<file path="config.mk">
export PLATFORM = sky130hd
export DESIGN_NAME = main_fsm_decoder
export DESIGN_NICKNAME = d
export VERILOG_FILES = /design/src/rtl/main_fsm_decoder.sv
export SDC_FILE = /design/constraint.sdc
export NUM_CORES = 1
export LEC_CHECK = 0
export CAP_MARGIN = 20
export CORE_MARGIN = 2
export CORE_UTILIZATION = 37
export CTS_CLUSTER_DIAMETER = 40
export DETAILED_ROUTE_END_ITERATION = 7
export GPL_TIMING_DRIVEN = 0
export PLACE_DENSITY = 0.8
export SETUP_SLACK_MARGIN = 0.15
export SYNTH_ARGS = -nofsm -noshare
export SYNTH_HDL_FRONTEND = slang
export SYNTH_SLANG_ARGS = --single-unit
export TNS_END_PERCENT = 20
</file>
<file path="constraint.sdc">
create_clock -name clk -period 1.7 [get_ports clk]
set_input_delay 0.51 -clock clk [delete_from_list [all_inputs] [get_ports clk]]
set_output_delay 0.51 -clock clk [all_outputs]
set_load 0.005 [all_outputs]
</file>
<file path="src/rtl/main_fsm_decoder.sv">
// rtl/main_fsm_decoder.sv - multicycle control FSM with instruction decode
// Optional memory-wait timeout enabled by defining MEM_TIMEOUT_EN.
module main_fsm_decoder #(
    parameter int TIMEOUT_CYCLES = 16,
    parameter int STATE_W        = 4
) (
    input  logic               clk,
    input  logic               reset,
    input  logic [1:0]         Op,
    input  logic [5:0]         Funct,
    input  logic               mem_ready,
    output logic               PCWrite,
    output logic               IRWrite,
    output logic               MemWR,
    output logic               RegWR,
    output logic               Branch,
    output logic               AdrSrc,
    output logic               ALUSrcA,
    output logic               ALUOp,
    output logic [1:0]         ALUSrcB,
    output logic [1:0]         ResultSrc,
    output logic [1:0]         InmSrc,
    output logic [1:0]         RegSrc,
    output logic               fault,
    output logic [STATE_W-1:0] state
);

    typedef enum logic [3:0] {
        S_FETCH  = 4'd0,
        S_DECODE = 4'd1,
        S_MEMADR = 4'd2,
        S_MEMRD  = 4'd3,
        S_MEMWB  = 4'd4,
        S_MEMWR  = 4'd5,
        S_EXECR  = 4'd6,
        S_EXECI  = 4'd7,
        S_ALUWB  = 4'd8,
        S_BRANCH = 4'd9,
        S_FAULT  = 4'd10
    } state_t;

    state_t state_q, state_d;

    logic bit_i, bit_l;
    logic unused_funct;

    assign bit_i        = Funct[5];
    assign bit_l        = Funct[0];
    assign unused_funct = ^Funct[4:1];

    always_ff @(posedge clk or posedge reset) begin
        if (reset) begin
            state_q <= S_FETCH;
        end else begin
            state_q <= state_d;
        end
    end

`ifdef MEM_TIMEOUT_EN
    logic [7:0] wait_cnt_q, wait_cnt_d;
    logic       in_wait;
    logic       timeout;

    assign in_wait = (state_q == S_FETCH) || (state_q == S_MEMRD) || (state_q == S_MEMWR);
    // A ready on the last allowed cycle still completes, so only a stalled final cycle faults.
    assign timeout = in_wait && !mem_ready && (wait_cnt_q == 8'(TIMEOUT_CYCLES - 1));

    always_ff @(posedge clk or posedge reset) begin
        if (reset) begin
            wait_cnt_q <= 8'd0;
        end else begin
            wait_cnt_q <= wait_cnt_d;
        end
    end

    always_comb begin
        wait_cnt_d = wait_cnt_q;
        if (state_d != state_q) begin
            wait_cnt_d = 8'd0;
        end else if (in_wait && !mem_ready) begin
            wait_cnt_d = wait_cnt_q + 8'd1;
        end
    end
`endif

    always_comb begin
        state_d = state_q;
        case (state_q)
            S_FETCH:  if (mem_ready) state_d = S_DECODE;
            S_DECODE: begin
                case (Op)
                    2'd0:    state_d = bit_i ? S_EXECI : S_EXECR;
                    2'd1:    state_d = S_MEMADR;
                    2'd2:    state_d = S_BRANCH;
                    default: state_d = S_FAULT;
                endcase
            end
            S_MEMADR: state_d = bit_l ? S_MEMRD : S_MEMWR;
            S_MEMRD:  if (mem_ready) state_d = S_MEMWB;
            S_MEMWR:  if (mem_ready) state_d = S_FETCH;
            S_MEMWB,
            S_ALUWB,
            S_BRANCH: state_d = S_FETCH;
            S_EXECR,
            S_EXECI:  state_d = S_ALUWB;
            S_FAULT:  state_d = S_FAULT;
            default:  state_d = S_FAULT;
        endcase
`ifdef MEM_TIMEOUT_EN
        if (timeout) begin
            state_d = S_FAULT;
        end
`endif
    end

    always_comb begin
        PCWrite   = 1'b0;
        IRWrite   = 1'b0;
        MemWR     = 1'b0;
        RegWR     = 1'b0;
        Branch    = 1'b0;
        AdrSrc    = 1'b0;
        ALUSrcA   = 1'b0;
        ALUOp     = 1'b0;
        ALUSrcB   = 2'd0;
        ResultSrc = 2'd0;
        fault     = 1'b0;
        case (state_q)
            S_FETCH: begin
                ALUSrcA   = 1'b1;
                ALUSrcB   = 2'd2;
                ResultSrc = 2'd2;
                // Fetch completes in the ready cycle; reset suppresses the write strobe.
                PCWrite   = mem_ready && !reset;
                IRWrite   = mem_ready && !reset;
            end
            S_DECODE: begin
                ALUSrcA   = 1'b1;
                ALUSrcB   = 2'd2;
                ResultSrc = 2'd2;
            end
            S_MEMADR: ALUSrcB = 2'd1;
            S_MEMRD:  AdrSrc  = 1'b1;
            S_MEMWB: begin
                ResultSrc = 2'd1;
                RegWR     = 1'b1;
            end
            S_MEMWR: begin
                AdrSrc = 1'b1;
                MemWR  = 1'b1;
            end
            S_EXECR:  ALUOp = 1'b1;
            S_EXECI: begin
                ALUSrcB = 2'd1;
                ALUOp   = 1'b1;
            end
            S_ALUWB:  RegWR = 1'b1;
            S_BRANCH: begin
                ALUSrcB   = 2'd1;
                ResultSrc = 2'd2;
                Branch    = 1'b1;
            end
            S_FAULT:  fault = 1'b1;
            default:  fault = 1'b1;
        endcase
    end

    always_comb begin
        InmSrc = 2'd0;
        RegSrc = 2'd0;
        case (Op)
            2'd1: begin
                InmSrc = 2'd1;
                RegSrc = bit_l ? 2'd0 : 2'd2;
            end
            2'd2: begin
                InmSrc = 2'd2;
                RegSrc = 2'd1;
            end
            default: begin
                InmSrc = 2'd0;
                RegSrc = 2'd0;
            end
        endcase
    end

    assign state = STATE_W'(state_q);

endmodule

</file>
# == Yosys cells after proc, flatten, opt, wreduce, memory -nomap -nowiden ==
# Cells that the tools add are included.
# op_classes
n_eq_ne,14
mux,20
n_reduce_logical,13
# op_table
op,n
$pmux 4 s7,1
$eq 4x3->1 const B,4
$pmux 2 s2,4
$mux 4,3
$pmux 4 s3,1
$reduce_or 10->1,1
$mux 1,9
$reduce_or 3->1,3
$eq 4x2->1 const B,2
$eq 4x4->1 const B,2
$reduce_or 2->1,4
$ne 2x2->1 const B,3
$eq 4x1->1 const B,1
$logic_not 4->1,1
$mux 3,1
$reduce_and 3->1,1
$eq 2x1->1 const B,1
$eq 2x2->1 const B,1
$logic_not 2->1,1
$mux 2,1
$logic_and 1x1->1,1
$logic_not 1->1,1
# word_totals
register_bits,4
input_bits,11
word_cells,48

# == Longest topological paths before layout ==
# Gate-level depths: netlist of run 1.
# depth
word_depth,3
depth_mapped,5

# == Worst setup path after synthesis of run 1 ==
# Ideal clock, no wire load.
# synth_path
path_type,register to output
start,"register state_q[3], in the netlist state[3]"
end,output port PCWrite
arrival_ns,1.180
path_slack_ns,0.010
stages_incl_launch_ff,5
cell_sequence,dfrtp_1 -> clkbuf_1 -> nor3_1 -> and4_1 -> buf_4
# synth_between
elab_chain_len,2
# synth_lines
element,line,source
from (decl),42,"state_t state_q, state_d;"
from (signal assigned),55,state_q <= state_d;
$logic_not 4->1,--,
$mux 1,--,
to (decl),12,"output logic PCWrite,"
# No other way between the ends.

# == Worst setup path in the final report of run 1 ==
# layout_path
start,"register state_q[3], in the netlist state[3]"
end,output port ALUSrcB[0]
# layout_between
elab_chain_len,3
word_cells_on_any_way,8
# layout_lines
element,line,source
$eq 4x4->1 (tied with other cells),128,case (state_q)
$reduce_or 3->1 (no source line) / $reduce_or 2->1 (equally long branches),--,
$pmux 2 s2 *,128,
to (decl),20,"output logic [1:0] ALUSrcB,"
# Every way passes the cells marked *; elsewhere a longest branch is shown, timed or not.

==> impl_metrics.env, run 1 <==
export IMPL_outcome="finished, violations left"
export IMPL_violations="setup timing"
export IMPL_nets=137
export IMPL_largest_reg_flops=4
export IMPL_vias=754
export IMPL_grtUsageTotal_pct=24.6
export IMPL_synth_top_area_share_pct=18.0
export IMPL_io_pins=32
export IMPL_clkTransAtPathRegs_ns=0.04
export IMPL_arrival_ns=1.40
export IMPL_async_reset_ff_share_pct=100
export IMPL_drive_gt1_share_pct=56.4
export IMPL_crit_path_start="state[3]"
export IMPL_fp_dieArea_um2=1830
export IMPL_cpMostUsedCell="buf_8"
export IMPL_wl_um=2140
export IMPL_period_share_pct=112
export IMPL_r2r_cells=7
export IMPL_ys_flop_type="dfrtp_1"
export IMPL_postSynthCellCount=69
export IMPL_clock_latency_ns=0.24
export IMPL_crit_end="ALUSrcB[0]"
export IMPL_ys_warn_count=0
export IMPL_htreeDepth=1
export IMPL_syn_area_um2=556
export IMPL_rsz0062_at_grt="true"
export IMPL_fmax_ghz=0.524
export IMPL_max_slew_margin_pct=79.6
export IMPL_cp_required_ns=1.19
export IMPL_cts_buffers=3
export IMPL_crit_cells=6
export IMPL_drt_iter0_markers=8
export IMPL_grt_antenna_before_repair=0
export IMPL_cp_slowest_cell="dfrtp_1"
export IMPL_r2r_slack_ns=0.05
export IMPL_crit_type="reg2out"
export IMPL_cts_sinks=4
export IMPL_syn_avg_cell_area_um2=8.05
export IMPL_seq_area_frac_synth_pct=18.0
export IMPL_ys_ff_latch=4
export IMPL_r2r_start="state[1]"
export IMPL_worstMarginPinSlew_ns=0.303
export IMPL_io_buffers=26
export IMPL_peakVddDrop_uv=876
export IMPL_dpl_hpwl_um=1150
export IMPL_rows=13
export IMPL_synth_edf_count=0
export IMPL_gp_congestion=0.733
export IMPL_start_util_pct=41.1
export IMPL_power_leakage_nw=0.552
export IMPL_cp_end_kind="output pin"
export IMPL_hold_viol_final=0
export IMPL_grt_pass1_wl_um=3390
export IMPL_synth_most_common_cell="ha_1"
export IMPL_yosys_cell_types_count=33
export IMPL_via_per_inst=5.71
export IMPL_slew_violations=0
export IMPL_overflow=0
export IMPL_r2r_end="state[2]"
export IMPL_fillers=88
export IMPL_cts_tree="done"
export IMPL_cp_start_kind="flip-flop"
export IMPL_drtPass1Iterations=4
export IMPL_powerDensity_nw_per_um2=1820
export IMPL_yosys_area_top_type="dfrtp_1"
export IMPL_grt_pass1_vias=777
export IMPL_critPathMaxFanout=8
export IMPL_setup_ws_ns=-0.207
export IMPL_skew_ns=0.00311
export IMPL_critPathTopFamily="buffers and inverters"
export IMPL_cts_root_buf="clkbuf_4"
export IMPL_setup_tns_ns=-1.33
export IMPL_cts_hold_buf=0
export IMPL_synth_commonest_cells="7 x ha_1, 5 x buf_2, 5 x inv_1, 5 x nor3_1, 4 x dfrtp_1"
export IMPL_die_w_um=42.8
export IMPL_drc_errors=0
export IMPL_cp_num_buf_inv=3
export IMPL_slowest_delay_ns=0.40
export IMPL_syn_to_final_growth_pct=103
export IMPL_hp_class="in2async"
export IMPL_clockBufferDepth=2
export IMPL_die_h_um=42.8
export IMPL_core_area_um2=1350
export IMPL_grt_max_degree=11
export IMPL_syn_nets=87
export IMPL_wl_per_cell_um=16.2
export IMPL_maxCapViolCount=0
export IMPL_synthTopCellsByArea="dfrtp_1 18%, ha_1 16%, buf_2 4.5%"
export IMPL_crit_chain="buf_8, buf_8, nor3b_2, a21oi_2, o32ai_2, buf_2"
export IMPL_ant_nets=0
export IMPL_setup_viol=10
export IMPL_dp_slack_ns=-0.945
export IMPL_diodes=0
export IMPL_post_route_min_period_ns=1.91
## what timing repair did
action | CTS | global route
resized for setup | 108 | 18
endpoints found under the setup margin | 25 | 19
endpoints found under the hold margin | 0 | 0
buffers inserted | 18 | 1
pin swaps | 8 | 7
## per-layer routing
metal	vias up	track usage [%]	routed length (um)
li1	345	-	-
met1	368	24.0	784
met2	35	47.6	1210
met3	6	7.23	98
met4	0	8.75	50
met5	-	0	0
## where the power goes
group	internal (mW)	switching, mW
combinational	0.998	0.755
clock	0.0794	0.0448
sequential	0.142	0.0381
## worst min path at each step
stage,from,endpoint,slack [ns]
after floorplan,reset,state[0],0.28
after global placement,state[2],state[2],0.70
after detailed placement,reset,state[2],0.72
after CTS,reset,state[2],0.35
final,reset,state[2],0.37
after global routing,reset,state[3],0.37
## cell type report
| class | count | area [um2] | area share, % |
|---|---|---|---|
| inverter | 6 | 35.0 | 3.10 |
| tap | 15 | 18.8 | 1.66 |
| buffer | 10 | 110 | 9.76 |
| sequential | 4 | 100 | 8.87 |
| timing repair buffer | 45 | 394 | 34.9 |
| clock buffer | 3 | 22.5 | 2.00 |
| multi-input combinational | 49 | 448 | 39.7 |
## cells in the final DEF, fill, tap and decap left out, types with 2 or more instances in the layout
| cell type | instances |
|---|---|
| nor3_2 | 2 |
| buf_6 | 16 |
| buf_8 | 2 |
| nor4_1 | 2 |
| buf_2 | 8 |
| a21oi_2 | 2 |
| clkbuf_4 | 3 |
| buf_4 | 14 |
| xnor2_1 | 2 |
| clkbuf_2 | 3 |
| dfrtp_1 | 4 |
| nor3_1 | 2 |
| o31a_1 | 2 |
| o21ai_0 | 2 |
| nor2b_1 | 2 |
| ha_1 | 6 |
| clkdlybuf4s15_1 | 4 |
| nand2_1 | 2 |
| dlygate4sd2_1 | 5 |
| inv_2 | 2 |
| buf_12 | 2 |
| inv_6 | 2 |
| a21oi_1 | 2 |
| mux2i_1 | 2 |
## stage by stage
stage                     utilization (%)  area, um2  hold WS, ns  instances  power (mW)
after floorplan                         -        583        0.281         69       0.868
after global placement               63.9        862        0.696        110        1.38
after detailed placement             63.9        862        0.716        110        1.40
after CTS                            79.6       1070        0.353        131        1.79
after global routing                 83.6       1130        0.373        132        2.18
final                                83.6       1130        0.366        132        2.06
## cell families after synthesis
| kind of cell | Yosys count | share of synthesized area, % |
|---|---|---|
| mux | 2 | 3.60 |
| flops | 4 | 18.0 |
| fa+ha+maj | 7 | 15.8 |
| buf+inv | 16 | 14.6 |
| xor+xnor | 2 | 3.15 |
| compound gates | 13 | 16.9 |
| simple gates | 25 | 27.9 |
## tightest hold or removal path: stages
cell           delay (ns)
dlygate4sd2_1        0.24
inv_2                0.05
buf_4                0.12
(Power assumes the default switching activity.)
==> inputs of run 2 (changes only) <==
--- a/config.mk
+++ b/config.mk
@@ -10,6 +10,7 @@
 export CORE_UTILIZATION = 37
 export CTS_CLUSTER_DIAMETER = 40
 export DETAILED_ROUTE_END_ITERATION = 7
+export GPL_ROUTABILITY_DRIVEN = 0
 export GPL_TIMING_DRIVEN = 0
 export PLACE_DENSITY = 0.8
 export SETUP_SLACK_MARGIN = 0.15
==> results of run 2 <==
Same layout as run 1: the final DEF is identical, and so are final timing and power.
==> inputs of run 3 (changes only) <==
--- a/config.mk
+++ b/config.mk
@@ -8,6 +8,7 @@
 export CAP_MARGIN = 20
 export CORE_MARGIN = 2
 export CORE_UTILIZATION = 37
+export CTS_BUF_LIST = sky130_fd_sc_hd__clkbuf_16
 export CTS_CLUSTER_DIAMETER = 40
 export DETAILED_ROUTE_END_ITERATION = 7
 export GPL_ROUTABILITY_DRIVEN = 0
==> impl_metrics.env, run 3 (synthesis gave the netlist of run 1 again) <==
export IMPL_io_pins=32
export IMPL_power_switching_share_pct=38.6
export IMPL_period_share_pct=111
export IMPL_cp_end_kind="output pin"
export IMPL_grt_antenna_before_repair=0
export IMPL_cts_root_buf="clkbuf_16"
export IMPL_drtPass1Iterations=5
export IMPL_dp_slack_ns=-0.945
export IMPL_overflow=0
export IMPL_drt_iter0_markers=31
export IMPL_htreeDepth=1
export IMPL_cp_start_kind="flip-flop"
export IMPL_dpl_hpwl_um=1150
export IMPL_violations="setup timing"
export IMPL_seqPwrFrac_pct=9.0
export IMPL_cts_tree="done"
export IMPL_postPlaceCellArea_um2=862
export IMPL_drc_errors=0
export IMPL_fp_dieArea_um2=1830
export IMPL_ant_nets=0
export IMPL_maxCapViolCount=0
export IMPL_power_frac_clock_pct=18.0
export IMPL_clock_latency_ns=0.23
export IMPL_max_slew_margin_pct=81.4
export IMPL_outcome="finished, violations left"
export IMPL_nets=131
export IMPL_die_w_um=42.8
export IMPL_fillers=94
export IMPL_clockBufferDepth=2
export IMPL_slowest_delay_ns=0.37
export IMPL_syn_to_final_growth_pct=91.2
export IMPL_setup_viol=11
export IMPL_arrival_ns=1.38
export IMPL_worst_hold_slack_ns=0.389
export IMPL_via_per_inst=6.01
export IMPL_power_leakage_nw=0.530
export IMPL_cts_hold_buf=0
export IMPL_wl_um=1950
export IMPL_cpMostUsedCell="buf_6"
export IMPL_fmax_ghz=0.529
export IMPL_cts_sinks=4
export IMPL_intPower_mw=1.26
export IMPL_grt_max_degree=11
export IMPL_fin_area_um2=1060
export IMPL_slew_violations=0
export IMPL_largest_reg_flops=4
export IMPL_crit_chain="buf_6, buf_6, nor3b_2, a21oi_1, o32ai_1, buf_2"
export IMPL_fin_cells=126
export IMPL_rsz0062_at_grt="true"
export IMPL_clkTransAtPathRegs_ns=0.03
export IMPL_post_route_min_period_ns=1.89
export IMPL_vias=757
export IMPL_grt_pass1_wl_um=3100
export IMPL_core_area_um2=1350
export IMPL_peakVddDrop_uv=853
export IMPL_final_common_cell="buf_4"
export IMPL_wl_per_cell_um=15.5
export IMPL_drive_gt1_share_pct=53.2
export IMPL_cp_num_buf_inv=3
export IMPL_combinationalPowerShare_pct=73.0
export IMPL_final_cell_mix="15 x buf_4, 10 x buf_2, 8 x dlygate4sd2_1"
export IMPL_cts_buffers=3
export IMPL_io_buffers=26
export IMPL_diodes=0
export IMPL_hold_viol_final=0
export IMPL_skew_ns=0.00236
export IMPL_setup_tns_ns=-1.33
export IMPL_die_h_um=42.8
export IMPL_crit_type="reg2out"
export IMPL_rows=13
export IMPL_setup_ws_ns=-0.191
export IMPL_critPathTopFamily="buffers and inverters"
export IMPL_cp_slowest_cell="dfrtp_1"
export IMPL_hp_class="in2async"
export IMPL_critPathMaxFanout=10
export IMPL_netSwitchingPower_uw=792
export IMPL_grt_pass1_vias=685
export IMPL_grtUsageTotal_pct=22.7
export IMPL_worstMarginPinSlew_ns=0.275
export IMPL_powerDensity_nw_per_um2=1930
export IMPL_dp_cells=110
export IMPL_start_util_pct=41.1
export IMPL_cp_required_ns=1.19
-- run 3: path summary, 6_finish.rpt --
kind                       startpoint    endpoint  slack, ns  cells past startpoint
max                          state[1]  ALUSrcB[0]      -0.19                      6
min                             reset    state[2]       0.39                      3
max reg2reg                  state[2]    state[2]       0.11                      5
min reg2reg                  state[3]    state[0]       0.76                      4
max in group asynchronous       reset    state[0]       1.21                      3
min in group clk            mem_ready    state[0]       0.72                      4
-- run 3: per-stage QoR --
stage               util (%)  total power [mW]
floorplan                  -             0.868
global placement        63.9              1.38
detailed placement      63.9              1.40
CTS                     78.7              1.97
global route            78.7              2.16
finish                  78.7              2.05
-- run 3: what timing repair did --
action,in CTS,in global routing
pin swaps,8,4
endpoints found under the setup margin,25,17
buffers inserted,12,1
resized for setup,101,6
-- run 3: layer usage --
metal	routed length, um	track usage [%]
met5	0	0
met4	100	7.50
met3	143	5.53
met2	1020	43.3
met1	686	23.5
-- run 3: power by group through the flow --
stage,Sequential [mW],Clock [mW],Combinational [mW]
after global routing,0.187,0.375,1.60
after CTS,0.180,0.369,1.42
final,0.185,0.368,1.49
after global placement,0.173,0,1.21
after detailed placement,0.176,0,1.22
after floorplan,0.176,0,0.692
-- run 3: worst min-delay path, cell delays in order --
cell,delay [ns]
dlygate4sd2_1,0.25
inv_2,0.06
buf_4,0.12
-- run 3: layout make-up --
| type | count | area, um2 | share of cell area [%] |
|---|---|---|---|
| buffer | 10 | 106 | 10.0 |
| clock buffer | 3 | 75.1 | 7.07 |
| inverter | 6 | 30.0 | 2.83 |
| multi-input combinational | 49 | 432 | 40.6 |
| sequential | 4 | 100 | 9.42 |
| tap | 15 | 18.8 | 1.77 |
| timing repair buffer | 39 | 300 | 28.3 |
